--- src/rtl/instr_prefetch_queue.sv ---
// Instruction prefetch queue: issues sequential fetches to instruction memory,
// buffers returned words with their addresses, and flushes on branch redirect.
module instr_prefetch_queue #(
    parameter int DEPTH = 4
) (
    input  logic        clk,
    input  logic        reset,
    output logic        mem_req,
    output logic [63:0] mem_addr,
    input  logic        mem_ack,
    input  logic [31:0] mem_rdata,
    input  logic        redirect,
    input  logic [63:0] redirect_pc,
    input  logic        stall,
    output logic        instr_valid,
    output logic [31:0] instr,
    output logic [63:0] instr_pc
);

    localparam int AW = $clog2(DEPTH);
    localparam logic [AW:0]   DEPTH_C = (AW + 1)'(DEPTH);
    localparam logic [AW:0]   CNT_ONE = (AW + 1)'(1);
    localparam logic [AW-1:0] PTR_ONE = AW'(1);

    logic [63:0] fetch_pc_q, fetch_pc_d;
    logic        mem_req_q,  mem_req_d;
    logic [63:0] mem_addr_q, mem_addr_d;
    logic        discard_q,  discard_d;
    logic [AW:0] count_q,    count_d;
    logic [AW-1:0] rd_ptr_q, rd_ptr_d;
    logic [AW-1:0] wr_ptr_q, wr_ptr_d;

    logic [31:0] store_instr_q [DEPTH];
    logic [63:0] store_pc_q    [DEPTH];

    logic ack_s;
    logic push_s;
    logic pop_s;
    logic issue_s;
    logic valid_s;

    assign valid_s = (count_q != {(AW + 1){1'b0}});

    // Next-state logic: redirect flush, request issue/retire, queue push/pop.
    always_comb begin
        fetch_pc_d = fetch_pc_q;
        mem_req_d  = mem_req_q;
        mem_addr_d = mem_addr_q;
        discard_d  = discard_q;
        count_d    = count_q;
        rd_ptr_d   = rd_ptr_q;
        wr_ptr_d   = wr_ptr_q;
        push_s     = 1'b0;
        pop_s      = 1'b0;
        issue_s    = 1'b0;
        ack_s      = mem_req_q & mem_ack;

        if (redirect) begin
            // Flush everything; an in-flight request keeps its bus handshake
            // but its data will be thrown away when it finally returns.
            count_d    = {(AW + 1){1'b0}};
            rd_ptr_d   = {AW{1'b0}};
            wr_ptr_d   = {AW{1'b0}};
            fetch_pc_d = redirect_pc;
            if (ack_s) begin
                mem_req_d = 1'b0;
                discard_d = 1'b0;
            end else begin
                discard_d = mem_req_q;
            end
        end else begin
            pop_s   = valid_s & ~stall;
            push_s  = ack_s & ~discard_q;
            // With no request pending, count alone must leave room.
            issue_s = ~mem_req_q & (count_q < DEPTH_C);

            if (ack_s) begin
                mem_req_d = 1'b0;
                discard_d = 1'b0;
            end else if (issue_s) begin
                mem_req_d  = 1'b1;
                mem_addr_d = fetch_pc_q;
                fetch_pc_d = fetch_pc_q + 64'd4;
            end else begin
                mem_req_d = mem_req_q;
            end

            if (push_s) begin
                wr_ptr_d = wr_ptr_q + PTR_ONE;
            end else begin
                wr_ptr_d = wr_ptr_q;
            end

            if (pop_s) begin
                rd_ptr_d = rd_ptr_q + PTR_ONE;
            end else begin
                rd_ptr_d = rd_ptr_q;
            end

            case ({push_s, pop_s})
                2'b10:   count_d = count_q + CNT_ONE;
                2'b01:   count_d = count_q - CNT_ONE;
                default: count_d = count_q;
            endcase
        end
    end

    // Control and pointer registers, cleared asynchronously by reset.
    always_ff @(posedge clk or posedge reset) begin
        if (reset) begin
            fetch_pc_q <= 64'd0;
            mem_req_q  <= 1'b0;
            mem_addr_q <= 64'd0;
            discard_q  <= 1'b0;
            count_q    <= {(AW + 1){1'b0}};
            rd_ptr_q   <= {AW{1'b0}};
            wr_ptr_q   <= {AW{1'b0}};
        end else begin
            fetch_pc_q <= fetch_pc_d;
            mem_req_q  <= mem_req_d;
            mem_addr_q <= mem_addr_d;
            discard_q  <= discard_d;
            count_q    <= count_d;
            rd_ptr_q   <= rd_ptr_d;
            wr_ptr_q   <= wr_ptr_d;
        end
    end

    // Queue storage; contents are don't-care whenever count is zero.
    always_ff @(posedge clk) begin
        if (push_s) begin
            store_instr_q[wr_ptr_q] <= mem_rdata;
            store_pc_q[wr_ptr_q]    <= mem_addr_q;
        end
    end

    assign mem_req     = mem_req_q;
    assign mem_addr    = mem_addr_q;
    assign instr_valid = valid_s;
    // Gate head data with valid so the outputs read zero during reset.
    assign instr       = valid_s ? store_instr_q[rd_ptr_q] : 32'd0;
    assign instr_pc    = valid_s ? store_pc_q[rd_ptr_q]    : 64'd0;

endmodule

--- config.mk ---
export PLATFORM = sky130hd
export DESIGN_NAME = instr_prefetch_queue
export DESIGN_NICKNAME = d
export VERILOG_FILES = /design/src/rtl/instr_prefetch_queue.sv
export SDC_FILE = /design/constraint.sdc
export NUM_CORES = 1
export LEC_CHECK = 0
export ABC_CLOCK_PERIOD_IN_PS = 11200
export CAP_MARGIN = 20
export CELL_PAD_IN_SITES_DETAIL_PLACEMENT = 0
export CELL_PAD_IN_SITES_GLOBAL_PLACEMENT = 1
export CORE_MARGIN = 10
export CORE_UTILIZATION = 51
export DETAILED_ROUTE_END_ITERATION = 12
export PLACE_DENSITY = 0.9
export RECOVER_POWER = 25
export SLEW_MARGIN = 20
export SYNTH_ARGS = -nofsm -noshare
export SYNTH_HDL_FRONTEND = slang
export SYNTH_SLANG_ARGS = --single-unit
--- constraint.sdc ---
create_clock -name clk -period 11.2 [get_ports clk]
set_input_delay 2.24 -clock clk [delete_from_list [all_inputs] [get_ports clk]]
set_output_delay 2.24 -clock clk [all_outputs]
set_load 0.02 [all_outputs]
==> metrics.csv, run 1 <==
stage;metric;value;unit
flow_run;drv_cap;0;
synthesis;synth_top_area_share;54.6;%
setup_path;worstReg2RegEnd;fetch_pc_q[52];
setup_path;r2r_cells;6;
place;pre_cts_ws;6.02;ns
power_and_ir_drop;p_leak;8.82;nW
power_and_ir_drop;total_power;6.05;mW
drt;totalWireLength;49500;um
die;coreArea;0.0409;mm2
place;dpl.hpwl;31700;um
drt;drc;0;
setup_path;ff2ff_setup_slack;7.96;ns
clock_network;clk_pin_slew;0.06;ns
sta;finalMaxSlewViolations;0;
power_and_ir_drop;powerDensity;233;mW/mm2
global_route;track_usage;19.6;%
clock_network;cts_made_buffers;51;
synthesis;syn-mean-instance-area;17.1;um2
die;pin_count;263;
hold_path;min_path_cells;1;
final_layout;stdcell_area;0.0259;mm2
setup_path;cpPeakStageDelay;0.77;ns
sta;setup-tns-final;0;ns
sta;setup_viol;0;
die;fp.dieW;224;um
hold_path;hold_end;mem_addr[1];
setup_path;rr_startpoint;fetch_pc_q[2];
setup_path;crit_required;8.96;ns
drt;drtPass1Iterations;5;
drt;drtAntennaViolNets;0;
sta;max_freq;175;MHz
synthesis;synth-edff-count;384;
hold_path;hp-class;flip-flop to flip-flop;
setup_path;cp_slowest_cell;buf_4;
synthesis;syn_inst;1239;
global_route;grt_pass1_wl;76600;um
drt;post_drt_wl_per_cell;23.8;um
synthesis;synth.net_count;1346;
clock_network;cts_tree;done;
setup_path;endpoint_kind;output pin;
sta;fin_crit_sh;51.0;%
place;dpl_cell_area;0.0243;mm2
drt;avgViaCountPerCell;5.73;
die;die-area;0.0500;mm2
clock_network;cts_root_buf;clkbuf_16;
power_and_ir_drop;ir_worst_vdd;139;uV
final_layout;drive_gt1_share;17.4;%
sta;fin_crit;5.71;ns
clock_network;h-tree-depth;2;
global_route;grt_pass1_vias;12500;
synthesis;synthTopCellsByArea;edfxtp_1 (55%), dfrtp_1 (16%), mux4_2 (10%);
synthesis;yosysSeqAreaShare;70.8;%
clock_network;cts_hold_buf;0;
sta;layout_setup_ws;5.49;ns
synthesis;synth.distinct_cells;51;
sta;skew;0.0110;ns
synthesis;synth_most_common_cell;edfxtp_1;
die;initial_core_util;51.6;%
place;io_buffer_count;262;
setup_path;cp-start-kind;flip-flop;
global_route;grt_max_degree;90;
sta;slew_headroom;39.3;%
synthesis;syn-cell-area;0.0211;mm2
synthesis;yosys.area.top_type;edfxtp_1;
clock_network;ctsResizeCount;0;
final_layout;finalCoreUtilization;63.4;%
setup_path;worstPathArrival;3.47;ns
sta;worst_pin_slew;0.910;ns
sta;rsz0062_at_grt;no;
synthesis;yosys_warnings;0;
drt;drt_iter0_drc;919;
synthesis;synth_ff_type;edfxtp_1;
drt;vias;11900;
setup_path;worst-path-max-fanout;45;
synthesis;ys_ff_latch;521;
clock_network;clock_latency;0.58;ns
sta;hold_viol;0;
hold_path;worstHoldStart;fetch_pc_q[1];
final_layout;final_cells;2080;
outcome;status;finished, final reports clean;
synthesis;synthTopCellsByCount;edfxtp_1 (384), dfrtp_1 (137), and2_1 (102);
clock_network;clockBufferDepth;3;
synthesis;synth-async-reset-ratio;26.3;%
place;dp.cells;1984;
clock_network;post-cts-setup-buffers;0;
final_layout;area_growth;22.8;%
die;rows;74;
die;die_y;224;um
final_layout;nNetsFinal;1613;
place;place_congestion;0.767;
global_route;grt_antenna_before_repair;4;
setup_path;crit_chain;buf_4 -> mux4_2 -> and2_1 -> clkdlybuf4s50_1;
global_route;grt_overflow;0;
setup_path;setup.worst_path.class;flip-flop to output pin;
clock_network;cts_sinks;521;
sta;holdWs;0.508;ns
==> logic make-up after synthesis <==
kind of cell / Yosys count / share of synthesized area (%)
simple gates: 347 / 9.42
xor+xnor: 41 / 1.70
buf+inv: 76 / 1.46
compound gates: 81 / 2.26
fa+ha+maj: 6 / 0.391
flops: 521 / 70.8
mux: 167 / 14.0
==> cells in the final DEF (no fill, tap or decap), drive strengths merged, types with 3 or more instances in the layout <==
cell type / netlist / routed
o211ai: 3 / 3
bufinv: 0 / 3
inv: 13 / 15
dlygate4sd3: 0 / 12
nor4: 9 / 9
dfrtp: 137 / 137
nor3: 14 / 14
clkdlybuf4s50: 0 / 249
nand4: 27 / 27
xor2: 29 / 29
mux2: 67 / 67
mux2i: 4 / 4
o21ai: 50 / 50
or3: 26 / 26
ha: 5 / 5
o311ai: 7 / 7
buf: 14 / 16
a31oi: 11 / 11
nor2: 28 / 28
clkbuf: 49 / 73
or4: 7 / 7
clkinv: 0 / 16
mux4: 96 / 96
xnor2: 12 / 12
edfxtp: 384 / 384
and2: 102 / 102
nand2: 75 / 75
and3: 12 / 12
nand3: 35 / 35
==> critical path: cells and delay by family, from the launching register on <==
kind	cells	cell delay [ns]
flops	1	0.70
simple gates	1	0.19
mux	1	0.61
buf+inv	2	1.33
==> area by class of cell <==
| class | instances | area [um2] |
|---|---|---|
| multi-input cells | 642 | 5890 |
| repair buffers | 277 | 2740 |
| clock buffers | 73 | 1440 |
| clock inverters | 21 | 186 |
| inverters | 13 | 53.8 |
| well taps | 532 | 666 |
| flip-flops and latches | 521 | 15000 |
| fillers | 2926 | 15000 |
| diodes | 1 | 2.50 |
==> flip-flops by register name (all words and copies together), names as in the netlist, 2 cells and up <==
| signal | flops |
|---|---|
| rd_ptr_q | 2 |
| mem_addr | 64 |
| fetch_pc_q | 64 |
| store_instr_q | 128 |
| count_q | 3 |
| wr_ptr_q | 2 |
| store_pc_q | 256 |
==> how the worst max path moves through the flow <==
| stage | start | to | slack [ns] |
|---|---|---|---|
| 2_1_floorplan | reset | count_q[0] | 5.29 |
| 3_3_place_gp | rd_ptr_q[0] | instr_pc[41] | 6.04 |
| 3_5_place_dp | rd_ptr_q[0] | instr_pc[34] | 6.02 |
| 4_1_cts | rd_ptr_q[0] | instr_pc[34] | 5.34 |
| 5_1_grt | rd_ptr_q[0] | instr_pc[34] | 5.21 |
| 6_report | rd_ptr_q[0] | instr_pc[34] | 5.49 |
==> per-layer routing <==
metal	track usage, %	vias up	part of all wire, %
met1	26.2	6157	42
met4	5.56	6	2.1
met5	0	-	0.063
met3	4.19	70	5.9
met2	32.1	365	50
li1	-	5330	-
==> power breakdown <==
part | internal, mW | switching (mW) | leakage [nW]
clock network | 0.962 | 0.694 | 0.795
registers | 2.43 | 0.272 | 5.11
logic | 0.831 | 0.859 | 2.91
total | 4.22 | 1.83 | 8.82
(Power assumes the default switching activity.)
==> run 2, diff against run 1 <==
--- a/config.mk
+++ b/config.mk
@@ -5,14 +5,14 @@
 export SDC_FILE = /design/constraint.sdc
 export NUM_CORES = 1
 export LEC_CHECK = 0
-export ABC_CLOCK_PERIOD_IN_PS = 11200
+export ABC_CLOCK_PERIOD_IN_PS = 5500
 export CAP_MARGIN = 20
 export CELL_PAD_IN_SITES_DETAIL_PLACEMENT = 0
 export CELL_PAD_IN_SITES_GLOBAL_PLACEMENT = 1
 export CORE_MARGIN = 10
-export CORE_UTILIZATION = 51
+export CORE_UTILIZATION = 47
 export DETAILED_ROUTE_END_ITERATION = 12
-export PLACE_DENSITY = 0.9
+export PLACE_DENSITY = 0.85
 export RECOVER_POWER = 25
 export SLEW_MARGIN = 20
 export SYNTH_ARGS = -nofsm -noshare
==> constraint.sdc (replaced) <==
create_clock -name clk -period 5.5 [get_ports clk]
set_input_delay 1.1 -clock clk [delete_from_list [all_inputs] [get_ports clk]]
set_output_delay 1.1 -clock clk [all_outputs]
set_load 0.02 [all_outputs]
==> run 2 against run 1 <==
Sequential power up 110%. Final cell count up 3.5%. Combinational power up 100%. Core utilization down 3.9 points. First-iteration DRC count down 8.5%. Global-route usage down 1.2 points. Flip-flop and latch count unchanged. Design area up 1.6%.
==> metrics.csv, run 2 (synthesis results as in run 1) <==
stage;metric;value;unit;change
sta;skew;0.0181;ns;+0.00705 ns
hold_path;worstHoldStart;fetch_pc_q[1];;
setup_path;worstReg2RegEnd;fetch_pc_q[63];;
setup_path;worst-path-max-fanout;56;;+24%
clock_network;cts_tree;done;;
final_layout;largest_register;store_pc_q;;
global_route;grt_max_degree;84;;-6.7%
clock_network;h-tree-depth;2;;unchanged
clock_network;clk_pin_slew;0.06;ns;about the same
setup_path;setup.worst_path.class;flip-flop to output pin;;
clock_network;clock_latency;0.59;ns;about the same
drt;vias;11800;;-1.1%
setup_path;cp-start-kind;flip-flop;;
final_layout;area_growth;24.7;%;
setup_path;endpoint_kind;output pin;;
clock_network;cts_root_buf;clkbuf_16;;
final_layout;largest_reg_flops;256;;unchanged
sta;max_freq;230;MHz;
sta;setup_viol;0;;unchanged
place;io_buffer_count;262;;unchanged
clock_network;cts_sinks;521;;unchanged
power_and_ir_drop;ir_worst_vdd;254;uV;+82%
drt;post_drt_wl_per_cell;23.2;um;-2.3%
clock_network;post-cts-setup-buffers;0;;unchanged
drt;totalWireLength;50000;um;+1.1%
final_layout;final_common_cell;edfxtp_1;;
global_route;grt_overflow;0;;unchanged
setup_path;ff2ff_setup_slack;2.43;ns;-5.53 ns
place;dpl.hpwl;32900;um;+3.6%
sta;finalMaxSlewViolations;0;;unchanged
sta;setup-tns-final;0;ns;unchanged
drt;drtPass1Iterations;5;;unchanged
place;dp.cells;2050;;+3.3%
die;rows;77;;+4.1%
sta;hold_viol;0;;unchanged
sta;fin_crit;4.34;ns;
clock_network;clockBufferDepth;3;;unchanged
die;fp.dieW;232;um;+3.8%
sta;slew_headroom;37.0;%;-2.4 points
setup_path;crit_required;4.40;ns;-4.56 ns
final_layout;nNetsFinal;1622;;+0.56%
power_and_ir_drop;powerDensity;485;mW/mm2;+110%
drt;drtAntennaViolNets;0;;unchanged
hold_path;min_path_cells;1;;unchanged
final_layout;final_cell_mix;edfxtp_1 (384), clkdlybuf4s50_1 (249), dfrtp_1 (135);;
power_and_ir_drop;p_leak;8.98;nW;+1.9%
clock_network;cts_hold_buf;0;;unchanged
die;pin_count;263;;unchanged
flow_run;drv_cap;0;;unchanged
global_route;grt_pass1_vias;12100;;-2.8%
sta;fin_crit_sh;78.9;%;
final_layout;final_cells;2153;;+3.5%
hold_path;hp-class;flip-flop to flip-flop;;
setup_path;rr_startpoint;fetch_pc_q[4];;
global_route;grt_pass1_wl;75800;um;-1.0%
clock_network;ctsResizeCount;0;;unchanged
drt;drt_iter0_drc;841;;-8.5%
outcome;status;finished, final reports clean;;
place;place_congestion;0.802;;+4.7%
drt;drc;0;;unchanged
final_layout;drive_gt1_share;18.8;%;+1.4 points
die;initial_core_util;47.7;%;-4.0 points
die;coreArea;0.0443;mm2;+8.3%
final_layout;top_regs;store_pc_q x256, store_instr_q x128;;
sta;worst_pin_slew;0.946;ns;+0.0357 ns
clock_network;cts_made_buffers;53;;+3.9%
sta;rsz0062_at_grt;no;;
die;die-area;0.0539;mm2;+7.7%
drt;avgViaCountPerCell;5.48;;-4.5%
global_route;track_usage;18.4;%;-1.2 points
global_route;grt_antenna_before_repair;6;;+2
setup_path;r2r_cells;6;;unchanged
final_layout;finalCoreUtilization;59.5;%;-3.9 points
die;die_y;232;um;+3.8%
hold_path;hold_end;mem_addr[1];;
setup_path;worstPathArrival;3.24;ns;-0.23 ns
run 2: cell types whose count changed in the layout (fill, tap and decap cells not counted), moves of 2 or more:
cell / previous run / this run
clkbuf_1: 15 / 8
clkinv_1: 10 / 2
diode_2: 1 / 5
buf_12: 0 / 5
clkbuf_8: 6 / 8
clkinv_2: 5 / 11
clkinv_4: 0 / 3
bufinv_16: 3 / 9
buf_4: 14 / 17
run 2: per-layer routing:
metal,up-vias,routed length (um),global-route usage [%]
met4,4,1130,5.68
met1,6079,21300,24.6
met2,287,24500,29.5
met3,77,3060,4.46
met5,-,36,0
li1,5349,-,-
run 2: how the worst max path moves through the flow:
stage / startpoint / end / cells after the start
CTS: count_q[2] / instr_pc[3] / 5
detailed placement: count_q[2] / instr_pc[3] / 5
global placement: rd_ptr_q[0] / instr_pc[24] / 4
global route: rd_ptr_q[0] / instr_pc[38] / 4
floorplan: reset / count_q[0] / 1
finish: rd_ptr_q[1] / instr_pc[57] / 4
run 2: worst max-delay path, stage by stage, from the launching register on:
cell             delay [ns]
dfrtp_4                1.04
buf_4                  0.47
mux4_2                 0.37
and2_1                 0.17
clkdlybuf4s50_1        0.54
run 2: power by group:
part / internal (mW) / switching [mW]
Clock: 2.30 / 1.48
Sequential: 4.94 / 0.605
Combinational: 1.72 / 1.74
run 2: cell type report:
| cell class | instances | area (um2) |
|---|---|---|
| sequential | 521 | 15000 |
| tap | 592 | 741 |
| clock inverter | 27 | 375 |
| inverter | 13 | 53.8 |
| fill | 3344 | 18000 |
| antenna | 5 | 12.5 |
| timing repair buffer | 284 | 2850 |
| multi-input combinational | 642 | 5890 |
| clock buffer | 69 | 1470 |
run 2: stage by stage:
stage	setup WS [ns]	hold slack, ns	total power, mW	area (um2)
6_report	1.16	0.508	12.8	26400
3_3_place_gp	1.71	0.483	9.06	24500
3_5_place_dp	1.68	0.498	9.15	24500
5_1_grt	0.983	0.532	13.3	26400
4_1_cts	1.04	0.511	12.9	26300
2_1_floorplan	0.732	0.475	7.30	21100
==> run 3, diff against run 2 <==
--- a/config.mk
+++ b/config.mk
@@ -5,14 +5,14 @@
 export SDC_FILE = /design/constraint.sdc
 export NUM_CORES = 1
 export LEC_CHECK = 0
-export ABC_CLOCK_PERIOD_IN_PS = 5500
+export ABC_CLOCK_PERIOD_IN_PS = 3700
 export CAP_MARGIN = 20
 export CELL_PAD_IN_SITES_DETAIL_PLACEMENT = 0
 export CELL_PAD_IN_SITES_GLOBAL_PLACEMENT = 1
 export CORE_MARGIN = 10
-export CORE_UTILIZATION = 47
+export CORE_UTILIZATION = 43
 export DETAILED_ROUTE_END_ITERATION = 12
-export PLACE_DENSITY = 0.85
+export PLACE_DENSITY = 0.82
 export RECOVER_POWER = 25
 export SLEW_MARGIN = 20
 export SYNTH_ARGS = -nofsm -noshare
==> constraint.sdc (replaced) <==
create_clock -name clk -period 3.7 [get_ports clk]
set_input_delay 0.74 -clock clk [delete_from_list [all_inputs] [get_ports clk]]
set_output_delay 0.74 -clock clk [all_outputs]
set_load 0.02 [all_outputs]
==> run 3 against run 2 <==
Final cell count grew 3.5%. Count of clock-buffer cells in the layout shrank 2. Non-clock buffer count grew 8. Via count is essentially flat. Combinational power grew 51%. Highest routed layer unchanged. Largest cell class unchanged.
==> metrics.csv, run 3 (synthesis results as in run 1) <==
stage;metric;value;unit;change
outcome;status;finished, final reports clean;;
global_route;met2_usage;27.6;%;-1.9 points
drt;vias;11800;;+0.059%
drt;drt_iter0_drc;843;;+0.24%
clock_network;h-tree-depth;2;;unchanged
clock_network;clk_pin_slew;0.06;ns;about the same
power_and_ir_drop;p_leak;8.96;nW;-0.27%
final_layout;area_growth;25.2;%;
die;rows;81;;+5.2%
final_layout;final_cell_mix;edfxtp_1 (384), clkdlybuf4s50_1 (250), dfrtp_1 (135);;
clock_network;cts_made_buffers;53;;unchanged
global_route;grt_pass1_vias;12300;;+1.1%
setup_path;worst-path-max-fanout;11;;-80%
setup_path;setup.worst_path.class;flip-flop to output pin;;
hold_path;hp-class;input port to async pin;;
setup_path;crit_chain;buf_4 -> mux4_2 -> and2_1 -> clkdlybuf4s50_1;;
global_route;grt_use_met1;23.0;%;-1.6 points
drt;totalWireLength;50700;um;+1.4%
clock_network;cts_sinks;521;;unchanged
drt;post_drt_wl_per_cell;22.8;um;-2.0%
sta;skew;0.0331;ns;+0.0151 ns
power_and_ir_drop;ir_worst_vdd;339;uV;+33%
sta;finalMaxSlewViolations;0;;unchanged
global_route;grt_antenna_before_repair;3;;-3
power_and_ir_drop;powerDensity;705;mW/mm2;+45%
final_layout;nNetsFinal;1630;;+0.49%
final_layout;final_common_cell;edfxtp_1;;
final_layout;largest_reg_flops;256;;unchanged
sta;setup-tns-final;0;ns;unchanged
global_route;gr-usage-met3;4.60;%;+0.14 points
sta;slew_headroom;38.9;%;+1.9 points
clock_network;cts_tree;done;;
drt;drtPass1Iterations;5;;unchanged
setup_path;crit_required;2.96;ns;-1.44 ns
die;die_y;242;um;+4.2%
place;io_buffer_count;262;;unchanged
clock_network;clockBufferDepth;3;;unchanged
die;pin_count;263;;unchanged
setup_path;path_buf_inv;2;;unchanged
global_route;track_usage;17.2;%;-1.3 points
final_layout;drive_gt1_share;18.8;%;-0.072 points
die;fp.dieW;242;um;+4.2%
sta;rsz0062_at_grt;no;;
final_layout;largest_register;store_pc_q;;
sta;worst_pin_slew;0.917;ns;-0.0291 ns
clock_network;cts_root_buf;clkbuf_16;;
sta;max_freq;285;MHz;
sta;fin_crit;3.50;ns;
die;die-area;0.0584;mm2;+8.5%
global_route;grt_pass1_wl;77700;um;+2.5%
sta;hold_viol;0;;unchanged
final_layout;top_regs;store_pc_q x256, store_instr_q x128;;
die;coreArea;0.0487;mm2;+10%
place;place_congestion;0.819;;+2.1%
drt;drc;0;;unchanged
clock_network;post-cts-setup-buffers;0;;unchanged
setup_path;cp_top_family;buffers and inverters;;
place;dpl.hpwl;34200;um;+4.0%
setup_path;endpoint_kind;output pin;;
setup_path;cp-start-kind;flip-flop;;
drt;drtAntennaViolNets;0;;unchanged
setup_path;cpPeakStageDelay;0.58;ns;-0.46 ns
setup_path;worstPathArrival;2.76;ns;-0.48 ns
flow_run;drv_cap;0;;unchanged
sta;holdWs;0.386;ns;-0.123 ns
setup_path;cp_slowest_cell;dfrtp_4;;
global_route;grt-busiest-layer;met2;;
sta;setup_viol;0;;unchanged
drt;avgViaCountPerCell;5.30;;-3.3%
clock_network;clock_latency;0.61;ns;+0.02 ns
sta;fin_crit_sh;94.7;%;
global_route;grt_max_degree;97;;+15%
global_route;grt_overflow;0;;unchanged
die;initial_core_util;43.4;%;-4.3 points
==> run 3: final timing paths <==
kind	from	to	slack [ns]	cells after the start
hold / removal	reset	fetch_pc_q[31]	0.39	2
setup reg to reg	fetch_pc_q[2]	fetch_pc_q[52]	0.81	6
min in group clk	redirect	wr_ptr_q[1]	0.50	2
setup / recovery	rd_ptr_q[0]	instr_pc[52]	0.20	4
hold reg to reg	fetch_pc_q[0]	fetch_pc_q[0]	0.51	1
max in group asynchronous	reset	mem_addr[1]	2.44	3
==> run 3: timing repair <==
item / CTS / global route
hold buffers: 0 / 0
endpoints found under the hold margin: 0 / 0
endpoints found under the setup margin: 0 / 5
resized for setup: 0 / 1
==> run 3: area by class of cell <==
cell class	instances	area [um2]
inverters	13	51.3
fillers	3876	22300
repair buffers	292	3010
clock inverters	27	249
diodes	2	5.00
multi-input cells	642	5900
flip-flops and latches	521	15000
well taps	664	831
clock buffers	67	1460
==> run 3: per-layer routing <==
metal  up-vias  wire [um]
met4         2        862
li1       5367          -
met2       290      24800
met1      6076      22000
met5         -         13
met3        68       3040
==> run 3: metrics by stage <==
step | cell area (um2) | std cells | power, mW | utilization, % | worst slack [ns]
after floorplan | 21100 | 1239 | 10.8 | - | 0.885
after global placement | 24800 | 2132 | 13.5 | 50.8 | 0.761
after detailed placement | 24800 | 2132 | 13.7 | 50.8 | 0.748
after CTS | 26500 | 2226 | 18.9 | 54.3 | 0.0868
after global routing | 26500 | 2226 | 19.5 | 54.3 | 0.0450
final | 26500 | 2228 | 18.7 | 54.3 | 0.195
==> run 3: report_power, final <==
part	switching (mW)	internal (mW)
clock	2.17	3.06
sequential	0.837	7.35
combinational	2.65	2.59
total	5.66	13.0
